### src/rtl/mem_access_unit_if.sv
// Request/response handshake and data-memory port bundle for mem_access_unit.
// slave = the access unit, master = the MEM stage / memory side driving it.
interface mem_access_unit_if #(
  parameter int ADDR_W = 12
);
  logic              req_valid;
  logic              req_ready;
  logic [2:0]        req_op;
  logic [ADDR_W-1:0] req_addr;
  logic [31:0]       req_wdata;

  logic              resp_valid;
  logic              resp_ready;
  logic [31:0]       resp_rdata;
  logic              resp_err;

  logic [ADDR_W-1:0] dm_addr;
  logic              dm_bitop;
  logic              dm_extop;
  logic              dm_we;
  logic              dm_memread;
  logic [31:0]       dm_din;
  logic [31:0]       dm_dout;

  modport slave (
    input  req_valid, req_op, req_addr, req_wdata, resp_ready, dm_dout,
    output req_ready, resp_valid, resp_rdata, resp_err,
           dm_addr, dm_bitop, dm_extop, dm_we, dm_memread, dm_din
  );

  modport master (
    output req_valid, req_op, req_addr, req_wdata, resp_ready, dm_dout,
    input  req_ready, resp_valid, resp_rdata, resp_err,
           dm_addr, dm_bitop, dm_extop, dm_we, dm_memread, dm_din
  );
endinterface

### src/rtl/mem_access_unit.sv
// Data-memory access sequencer: one load/store in flight, halfwords split
// into two byte beats (low byte first), misaligned requests answered with an
// error and no memory traffic. All outputs are registered.
module mem_access_unit #(
  parameter int ADDR_W = 12
) (
  input  logic               clk,
  input  logic               rst,
  mem_access_unit_if.slave   bus
);
  localparam logic [2:0] OP_LB  = 3'b000;
  localparam logic [2:0] OP_LBU = 3'b001;
  localparam logic [2:0] OP_LH  = 3'b010;
  localparam logic [2:0] OP_LHU = 3'b011;
  localparam logic [2:0] OP_LW  = 3'b100;
  localparam logic [2:0] OP_SW  = 3'b111;
  localparam logic [2:0] OP_SH  = 3'b110;

  typedef enum logic [1:0] {IDLE, ISSUE, WAIT, RESP} state_t;

  state_t            state;
  logic [2:0]        op_q;
  logic [ADDR_W-1:0] addr_q;
  logic [7:0]        wdata_hi;   // SH high byte, sent on beat 1
  logic              beat;
  logic [7:0]        lo_q;       // halfword low byte from beat 0

  logic              req_ready_q, resp_valid_q, resp_err_q;
  logic [31:0]       resp_rdata_q;
  logic [ADDR_W-1:0] dm_addr_q;
  logic              dm_bitop_q, dm_we_q, dm_memread_q;
  logic [31:0]       dm_din_q;

  assign bus.req_ready  = req_ready_q;
  assign bus.resp_valid = resp_valid_q;
  assign bus.resp_err   = resp_err_q;
  assign bus.resp_rdata = resp_rdata_q;
  assign bus.dm_addr    = dm_addr_q;
  assign bus.dm_bitop   = dm_bitop_q;
  assign bus.dm_extop   = 1'b0;  // extension is done here, memory returns raw bytes
  assign bus.dm_we      = dm_we_q;
  assign bus.dm_memread = dm_memread_q;
  assign bus.dm_din     = dm_din_q;

  // Decode of the incoming request and of the latched one.
  logic in_store, in_word, in_half, in_misal;
  logic q_store, q_half;
  assign in_store = bus.req_op[2] & (|bus.req_op[1:0]);
  assign in_word  = (bus.req_op == OP_LW) || (bus.req_op == OP_SW);
  assign in_half  = (bus.req_op == OP_LH) || (bus.req_op == OP_LHU) || (bus.req_op == OP_SH);
  assign in_misal = (in_word && (bus.req_addr[1:0] != 2'b00)) || (in_half && bus.req_addr[0]);
  assign q_store  = op_q[2] & (|op_q[1:0]);
  assign q_half   = (op_q == OP_LH) || (op_q == OP_LHU) || (op_q == OP_SH);

  // Final load result, built from the byte/word arriving this WAIT cycle.
  logic [31:0] load_data;
  always_comb begin
    load_data = '0;
    case (op_q)
      OP_LB:   load_data = {{24{bus.dm_dout[7]}}, bus.dm_dout[7:0]};
      OP_LBU:  load_data = {24'h0, bus.dm_dout[7:0]};
      OP_LH:   load_data = {{16{bus.dm_dout[7]}}, bus.dm_dout[7:0], lo_q};
      OP_LHU:  load_data = {16'h0, bus.dm_dout[7:0], lo_q};
      OP_LW:   load_data = bus.dm_dout;
      default: load_data = '0;
    endcase
  end

  // Control FSM; memory strobes default low each cycle and are re-armed only
  // for the cycle that enters ISSUE, so reset or RESP leave the port quiet.
  always_ff @(posedge clk) begin
    if (rst) begin
      state        <= IDLE;
      op_q         <= '0;
      addr_q       <= '0;
      wdata_hi     <= '0;
      beat         <= 1'b0;
      lo_q         <= '0;
      req_ready_q  <= 1'b1;
      resp_valid_q <= 1'b0;
      resp_err_q   <= 1'b0;
      resp_rdata_q <= '0;
      dm_addr_q    <= '0;
      dm_bitop_q   <= 1'b0;
      dm_we_q      <= 1'b0;
      dm_memread_q <= 1'b0;
      dm_din_q     <= '0;
    end else begin
      dm_addr_q    <= '0;
      dm_bitop_q   <= 1'b0;
      dm_we_q      <= 1'b0;
      dm_memread_q <= 1'b0;
      dm_din_q     <= '0;
      case (state)
        IDLE: begin
          if (bus.req_valid) begin
            op_q        <= bus.req_op;
            addr_q      <= bus.req_addr;
            wdata_hi    <= bus.req_wdata[15:8];
            beat        <= 1'b0;
            req_ready_q <= 1'b0;
            if (in_misal) begin
              state        <= RESP;
              resp_valid_q <= 1'b1;
              resp_err_q   <= 1'b1;
              resp_rdata_q <= '0;
            end else begin
              state        <= ISSUE;
              dm_addr_q    <= bus.req_addr;
              dm_bitop_q   <= ~in_word;
              dm_we_q      <= in_store;
              dm_memread_q <= ~in_store;
              if (in_store)
                dm_din_q <= in_word ? bus.req_wdata : {24'h0, bus.req_wdata[7:0]};
            end
          end
        end
        ISSUE: begin
          if (q_store) begin
            if (q_half && !beat) begin
              beat       <= 1'b1;
              dm_addr_q  <= addr_q + ADDR_W'(1);
              dm_bitop_q <= 1'b1;
              dm_we_q    <= 1'b1;
              dm_din_q   <= {24'h0, wdata_hi};
            end else begin
              state        <= RESP;
              resp_valid_q <= 1'b1;
              resp_err_q   <= 1'b0;
              resp_rdata_q <= '0;
            end
          end else begin
            state <= WAIT;
          end
        end
        WAIT: begin
          if (q_half && !beat) begin
            lo_q         <= bus.dm_dout[7:0];
            beat         <= 1'b1;
            state        <= ISSUE;
            dm_addr_q    <= addr_q + ADDR_W'(1);
            dm_bitop_q   <= 1'b1;
            dm_memread_q <= 1'b1;
          end else begin
            state        <= RESP;
            resp_valid_q <= 1'b1;
            resp_err_q   <= 1'b0;
            resp_rdata_q <= load_data;
          end
        end
        RESP: begin
          if (bus.resp_ready) begin
            state        <= IDLE;
            resp_valid_q <= 1'b0;
            resp_err_q   <= 1'b0;
            resp_rdata_q <= '0;
            req_ready_q  <= 1'b1;
          end
        end
        default: state <= IDLE;
      endcase
    end
  end
endmodule

### src/flat_wrapper.sv
// flat-port wrapper written by rule: the top's interface ports become plain ports
module mem_access_unit_flat 
#(
  parameter int ADDR_W = 12
)
  (clk, rst, bus_req_valid, bus_req_op, bus_req_addr, bus_req_wdata, bus_resp_ready, bus_dm_dout, bus_req_ready, bus_resp_valid, bus_resp_rdata, bus_resp_err, bus_dm_addr, bus_dm_bitop, bus_dm_extop, bus_dm_we, bus_dm_memread, bus_dm_din);
  mem_access_unit_if #(.ADDR_W(ADDR_W)) bus_i ();
  input  logic clk;
  input  logic rst;
  input wire logic [$bits(bus_i.req_valid)-1:0] bus_req_valid;
  input wire logic [$bits(bus_i.req_op)-1:0] bus_req_op;
  input wire logic [$bits(bus_i.req_addr)-1:0] bus_req_addr;
  input wire logic [$bits(bus_i.req_wdata)-1:0] bus_req_wdata;
  input wire logic [$bits(bus_i.resp_ready)-1:0] bus_resp_ready;
  input wire logic [$bits(bus_i.dm_dout)-1:0] bus_dm_dout;
  output wire logic [$bits(bus_i.req_ready)-1:0] bus_req_ready;
  output wire logic [$bits(bus_i.resp_valid)-1:0] bus_resp_valid;
  output wire logic [$bits(bus_i.resp_rdata)-1:0] bus_resp_rdata;
  output wire logic [$bits(bus_i.resp_err)-1:0] bus_resp_err;
  output wire logic [$bits(bus_i.dm_addr)-1:0] bus_dm_addr;
  output wire logic [$bits(bus_i.dm_bitop)-1:0] bus_dm_bitop;
  output wire logic [$bits(bus_i.dm_extop)-1:0] bus_dm_extop;
  output wire logic [$bits(bus_i.dm_we)-1:0] bus_dm_we;
  output wire logic [$bits(bus_i.dm_memread)-1:0] bus_dm_memread;
  output wire logic [$bits(bus_i.dm_din)-1:0] bus_dm_din;
  assign bus_i.req_valid = bus_req_valid;
  assign bus_i.req_op = bus_req_op;
  assign bus_i.req_addr = bus_req_addr;
  assign bus_i.req_wdata = bus_req_wdata;
  assign bus_i.resp_ready = bus_resp_ready;
  assign bus_i.dm_dout = bus_dm_dout;
  assign bus_req_ready = bus_i.req_ready;
  assign bus_resp_valid = bus_i.resp_valid;
  assign bus_resp_rdata = bus_i.resp_rdata;
  assign bus_resp_err = bus_i.resp_err;
  assign bus_dm_addr = bus_i.dm_addr;
  assign bus_dm_bitop = bus_i.dm_bitop;
  assign bus_dm_extop = bus_i.dm_extop;
  assign bus_dm_we = bus_i.dm_we;
  assign bus_dm_memread = bus_i.dm_memread;
  assign bus_dm_din = bus_i.dm_din;
  mem_access_unit #(.ADDR_W(ADDR_W)) u_core (.clk(clk), .rst(rst), .bus(bus_i));
endmodule
### config.mk
export PLATFORM = sky130hd
export DESIGN_NAME = mem_access_unit_flat
export DESIGN_NICKNAME = d
export VERILOG_FILES = /design/src/rtl/mem_access_unit_if.sv /design/src/rtl/mem_access_unit.sv /design/src/flat_wrapper.sv
export SDC_FILE = /design/constraint.sdc
export NUM_CORES = 1
export LEC_CHECK = 0
export CAP_MARGIN = 20
export CORE_ASPECT_RATIO = 1.25
export CORE_MARGIN = 2
export CORE_UTILIZATION = 42
export DETAILED_ROUTE_END_ITERATION = 10
export GPL_TIMING_DRIVEN = 0
export PLACE_DENSITY = 0.87
export SLEW_MARGIN = 25
export SYNTH_ARGS = -nofsm -noshare
export SYNTH_HDL_FRONTEND = slang
export SYNTH_SLANG_ARGS = --single-unit
### constraint.sdc
create_clock -name clk -period 1.9 [get_ports clk]
set_clock_uncertainty 0.1 [all_clocks]
set_input_delay 0.285 -clock clk [delete_from_list [all_inputs] [get_ports clk]]
set_output_delay 0.285 -clock clk [all_outputs]
set_load 0.01 [all_outputs]
==> key figures, run 1 <==
Layout
  – FILL cells: 917
  – Layout cell share with drive strength beyond 1: 14.4%
  – Area growth syn-to-layout: 56.0%
  – Design area: 8010 µm²
  – Nets: 856
  – Commonest non-fill, non-tap cell in the layout: clkdlybuf4s50_1
  – Most frequent cells in the layout: clkdlybuf4s50_1, dfxtp_1, nand2_1
  – Reg area: around 2300 µm²
  – Ant. Diodes: 0
  – Area occupied by multi-input gates: roughly 2700 µm²

Global route
  – Initial antenna violation count: 0
  – Vias in the first global route: approximately 4700
  – Largest net degree at the start of global routing: 17
  – Total track usage: roughly 22%
  – Global-route wire length before repair: between 20000 and 25000 µm
  – Grt ovf: 0

Routing
  – Average wire per standard cell: between 15 and 20 µm
  – Via count: roughly 5000
  – Initial DRC count: around 240
  – DR pass1 iterations: 6
  – DRC viols: 0
  – Vias per cell: about 5.2
  – Post-DRT Antenna Nets: 0
  – Routed WL: approximately 15000 µm

CTS
  – Clk_lat worst skew: approximately 0.41 ns
  – CTS Hold Bufs: 0
  – CTS clk-pin slew, worst paths: ~0.060 ns
  – CTS buffer count: 17
  – H-Tree Depth: 4
  – Num Clock Sinks: 116
  – Root buf cell: clkbuf_16
  – CTS tree: built
  – Clk buf depth: 2

Power and ir drop
  – Pwr per Cell Area: 1250 nW/µm²
  – Total leakage power: between 3 and 4 nW
  – VDD IR-drop max: 0.626 mV

Synth
  – Number of flops mapped to enable cells by yosys: 0
  – Post-synth design cell area: about 5100 µm²
  – Sequential fraction of the synthesis area: between 40 and 50%
  – Synth async-reset ratio: 0%
  – Post-synth cell types: between 50 and 60
  – Synthesis Warnings: 0
  – Main flop type after synthesis: dfxtp_1
  – Synth Instances: 571
  – Seq cells post-synth: between 100 and 150
  – Avg Inst Size Synth: 8.99 µm²
  – Syn Nets: 660

Critical path
  – Critical Path AT: roughly 2.1 ns
  – Max incr delay on CP: roughly 0.36 ns
  – Crit-path leading delay family: compound AO/OA/AOI/OAI gates
  – Worst path required time: ~2.1 ns
  – Crit path top cell by count: buf_12
  – CP Class: reg -> reg
  – Worst path cell trace: buf_4, ha_2, a21oi_2, a211oi_2, a211o_1, buf_12, buf_12, mux2i_2
  – R2r setup slk: -0.04 ns
  – CP startpoint kind: flop
  – CP Launch Point: u_core.state[1]$_SDFFE_PP0P_
  – FF-to-FF Start: u_core.state[1]$_SDFFE_PP0P_
  – R2R Path End: u_core.bus.resp_rdata[1]$_SDFFE_PP0P_
  – CP Max Fanout: 8
  – Slowest-stage cell, CP: dfxtp_4
  – CP bufs+invs: 3
  – CP Capture Type: flop
  – R2R depth: 8

Timing
  – Tmin final: around 1.9 ns
  – Worst slew pin tran: 0.509 ns
  – Fin. Hold Viols: 0
  – Hold_ws: roughly 0.33 ns
  – RSZ-0062 raised after global routing: yes
  – Crit share post-route: 102%
  – Slew HR: roughly 66%
  – Top achievable clock speed: 0.515 GHz
  – Final setup fails: 31
  – Worst Setup Slack, final: -0.0402 ns
  – Fin. max-slew vios: 0

Floorplanning
  – Io pins: between 150 and 200
  – Initial Util: between 40% and 50%
  – Site Rows: 45
  – Die width: 103 µm
  – Die area: approximately 13000 µm²
  – Core ar.: 12000 µm²
  – DIE HEIGHT: ~130 µm

Status
  – Failing checks: setup timing
  – Outcome: finished with violations

Place
  – Placed cell areas: around 7000 µm²
  – Hpwl dp: about 10000 µm
  – PortBufs: 164
  – Routability cong.: around 0.86

Worst hold path
  – Hold_sp: bus_req_wdata[25]
  – WHS Path Cells: 2
  – Hold endpoint: u_core.bus.dm_din[25]$_SDFF_PP0_
  – HP Class: in -> reg

Flow run
  – MaxCap Viol Count: 0
[worst max-delay path by stage]
stage | endpoint | slack (ns) | cells past startpoint
after floorplan | u_core.bus.resp_rdata[10]$_SDFFE_PP0P_ | 0.03 | 9
after global routing | u_core.bus.resp_rdata[29]$_SDFFE_PP0P_ | -0.11 | 7
after detailed placement | u_core.wdata_hi[1]$_SDFFE_PP0P_ | -0.69 | 5
final | u_core.bus.resp_rdata[1]$_SDFFE_PP0P_ | -0.04 | 8
after global placement | u_core.addr_q[3]$_SDFFE_PP0P_ | -0.69 | 5
after CTS | u_core.bus.resp_rdata[10]$_SDFFE_PP0P_ | -0.07 | 7
[synth_stat cells, types with 5 or more instances]
cell type,number,area (µm²)
a21o_1,17,128
a21oi_1,33,165
a22o_1,8,70.1
and2_1,23,144
buf_2,9,45.0
buf_6,5,56.3
clkbuf_1,21,78.8
dfxtp_1,116,2320
ha_1,6,75.1
inv_1,14,52.6
mux2i_1,47,470
nand2_1,100,375
nand2b_1,36,225
nand3_1,9,45.0
nor2_1,23,86.3
nor3_1,6,30.0
o21ai_0,9,45.0
o22ai_1,11,68.8
o32ai_1,9,78.8
xor2_1,5,43.8
[registers in the layout, indices dropped and copies added (netlist names), 2 cells and up]
name,cells
u_core.addr_q,12
u_core.bus.dm_addr,12
u_core.bus.dm_din,32
u_core.bus.resp_rdata,32
u_core.lo_q,8
u_core.op_q,3
u_core.state,2
u_core.wdata_hi,8
[metrics by stage]
stage	total power [W]	setup slack [ns]	cells	TNS, ns	util, %
after floorplan	0.00483	0.0324	571	0	-
after global placement	0.00569	-0.693	899	-51.93	58.2
after detailed placement	0.00575	-0.690	899	-51.96	58.2
after CTS	0.00959	-0.0676	940	-1.29	64.9
after global routing	0.0105	-0.113	944	-2.93	66.4
final	0.0100	-0.0402	944	-0.484	66.4
[metal layers]
metal | wire [µm] | vias up | GRT usage (%)
li1 | - | 2358 | -
met1 | 5780 | 2330 | 25.9
met2 | 7600 | 221 | 38.0
met3 | 1210 | 36 | 6.78
met4 | 406 | 0 | 9.52
met5 | 0 | - | 0
[worst reg2reg max path, stage by stage (launching register included)]
cell	delay, ns
dfxtp_4	0.36
buf_4	0.15
ha_2	0.21
a21oi_2	0.18
a211oi_2	0.07
a211o_1	0.33
buf_12	0.17
buf_12	0.14
mux2i_2	0.14
[cell type report]
type                       instances  share of cell area (%)
inverter                          14                   0.688
clock inverter                    15                    2.72
multi-input combinational        400                    33.5
sequential                       116                    29.1
tap                              164                    2.56
buffer                            37                    3.30
clock buffer                      17                    5.31
timing repair buffer             181                    22.8
[logic make-up (layout without fill, tap and decap cells)]
logic type | count (synthesis) | after routing | synth area share [%]
compound gates | 114 | 114 | 15.3
xor+xnor | 7 | 7 | 1.19
fa+ha+maj | 6 | 6 | 1.46
buf+inv | 55 | 264 | 5.14
flops | 116 | 116 | 45.2
mux | 48 | 48 | 9.39
other cells | 1 | 1 | 0.0731
simple gates | 224 | 224 | 22.2
[power breakdown]
part           switching [W]  leakage, nW  internal [W]
Sequential          0.000195        0.942       0.00270
Clock                0.00122        0.317       0.00223
Combinational        0.00174         2.01       0.00193
[timing repair]
item                                   in CTS  in global routing
pin swaps                                   4                  2
resized for setup                          29                 42
endpoints found under the hold margin       0                  0
buffers inserted                           10                  4
setup endpoints to repair                  91                 95
gates cloned                                1                  2
No activity file was read; power rests on OpenSTA's default activity.
==> run 2: changes to the inputs <==
- SKIP_LAST_GASP: unset -> 1
==> key figures, run 2 (synthesis results as in run 1) <==
CTS
  – H-Tree Depth: 4
  – CTS clk-pin slew, worst paths: about 0.060 ns
  – Num Clock Sinks: between 100 and 150
  – CTS buffer count: 17
  – Clk buf depth: 2
  – Root buf cell: clkbuf_16
  – CTS tree: built
  – CTS Hold Bufs: 0
  – Clk_lat worst skew: about 0.41 ns

Timing
  – Fin. Hold Viols: 0
  – Slew HR: between 60% and 70%
  – Worst Setup Slack, final: -0.0621 ns
  – Top achievable clock speed: ~0.5 GHz
  – Tmin final: approximately 2.0 ns
  – Fin. max-slew vios: 0
  – RSZ-0062 raised after global routing: yes
  – Crit share post-route: 103%
  – Hold_ws: 0.330 ns
  – Final setup fails: 48
  – Worst slew pin tran: between 0.5 and 0.6 ns

Floorplanning
  – Io pins: 166
  – Die area: 13100 µm²
  – Core ar.: 12000 µm²
  – Die width: between 100 and 150 µm
  – DIE HEIGHT: 128 µm
  – Initial Util: between 40% and 50%
  – Site Rows: 45

Layout
  – Commonest non-fill, non-tap cell in the layout: clkdlybuf4s50_1
  – Area growth syn-to-layout: 56.8%
  – Most frequent cells in the layout: clkdlybuf4s50_1, dfxtp_1, nand2_1
  – FILL cells: approximately 910
  – Cell Count, Final, Fillers Out: 950
  – Nets: 861
  – Layout cell share with drive strength beyond 1: between 10% and 20%

Status
  – Failing checks: setup timing
  – Outcome: finished with violations

Worst hold path
  – Hold_sp: bus_req_wdata[25]
  – HP Class: in -> reg

Critical path
  – CP startpoint kind: flop
  – Worst path required time: around 2.1 ns
  – CP Capture Type: flop
  – Critical Path AT: 2.20 ns
  – CP Class: reg -> reg
  – CP Launch Point: u_core.state[1]$_SDFFE_PP0P_
  – FF-to-FF Start: u_core.state[1]$_SDFFE_PP0P_
  – CP Max Fanout: 8

Routing
  – DR pass1 iterations: 6
  – Post-DRT Antenna Nets: 0
  – Vias per cell: 5.23
  – Via count: 4966
  – DRC viols: 0
  – Routed WL: ~15000 µm
  – Average wire per standard cell: ~16 µm
  – Initial DRC count: 285

Power and ir drop
  – VDD IR-drop max: 0.689 mV
  – Pwr per Cell Area: ~1300 nW/µm²
  – Total leakage power: around 3.3 nW

Global route
  – Total track usage: roughly 22%
  – Grt ovf: 0
  – Largest net degree at the start of global routing: 17
  – Initial antenna violation count: 1
  – Global-route wire length before repair: roughly 23000 µm
  – Vias in the first global route: 4747

Place
  – Dpl cells: 899
  – Hpwl dp: about 10000 µm
  – PortBufs: 164
  – Routability cong.: 0.855

Flow run
  – MaxCap Viol Count: 0
==> run 2: cell types whose count changed in the layout (fill, tap and decap cells not counted), sizes merged <==
| cell | before | now |
|---|---|---|
| buf | 30 | 35 |
| diode | 0 | 1 |
==> run 2: critical path, stage by stage, from the launching register on <==
cell       delay [ns]
dfxtp_4          0.36
inv_4            0.07
ha_4             0.16
a21bo_4          0.23
a211oi_2         0.24
a211o_1          0.20
buf_12           0.17
clkbuf_16        0.16
mux2i_1          0.18
==> run 2: layout make-up <==
cell class                 instances  area [µm²]  area share, %
multi-input combinational        400        2690           33.4
sequential                       116        2330           28.9
timing repair buffer             185        1860           23.1
clock buffer                      17         425           5.29
buffer                            38         268           3.33
clock inverter                    15         218           2.71
tap                              164         205           2.55
inverter                          14        55.1          0.684
antenna                            1        2.50         0.0311
==> run 2: final timing paths <==
path | to | slack (ns) | depth (start not counted)
max | u_core.bus.resp_rdata[27]$_SDFFE_PP0P_ | -0.06 | 8
min | u_core.bus.dm_din[25]$_SDFF_PP0_ | 0.33 | 2
max reg2reg | u_core.bus.resp_rdata[27]$_SDFFE_PP0P_ | -0.06 | 8
min reg2reg | u_core.wdata_hi[3]$_SDFFE_PP0P_ | 0.36 | 2
==> run 2: timing repair <==
| action | in CTS | in global routing |
|---|---|---|
| setup endpoints to repair | 91 | 96 |
| buffers inserted | 10 | 8 |
| pin swaps | 4 | 5 |
| cloned | 1 | 2 |
| gates resized for setup | 28 | 40 |
==> run 2: power by group <==
group,internal (W),total [W],switching (W)
combinational,0.00199,0.00378,0.00179
sequential,0.00270,0.00290,0.000199
clock,0.00223,0.00347,0.00123
total,0.00692,0.0101,0.00322
==> run 2: per-layer routing <==
layer	part of all wire, %	track usage [%]	wire length [µm]
met1	38	25.9	5790
met2	51	38.5	7660
met3	8.4	6.73	1270
met4	2.8	8.44	425
met5	0	0	0
==> run 2: per-stage QoR <==
step	instance area (µm²)	utilization [%]	total power, W	setup TNS [ns]	setup WS [ns]
after detailed placement	7010	58.2	0.00575	-51.96	-0.690
after global routing	8050	66.8	0.0106	-4.38	-0.130
final	8050	66.8	0.0101	-0.926	-0.0621
after floorplan	5160	-	0.00483	0	0.0324
after global placement	7010	58.2	0.00569	-51.93	-0.693
after CTS	7820	64.9	0.00958	-1.48	-0.0764
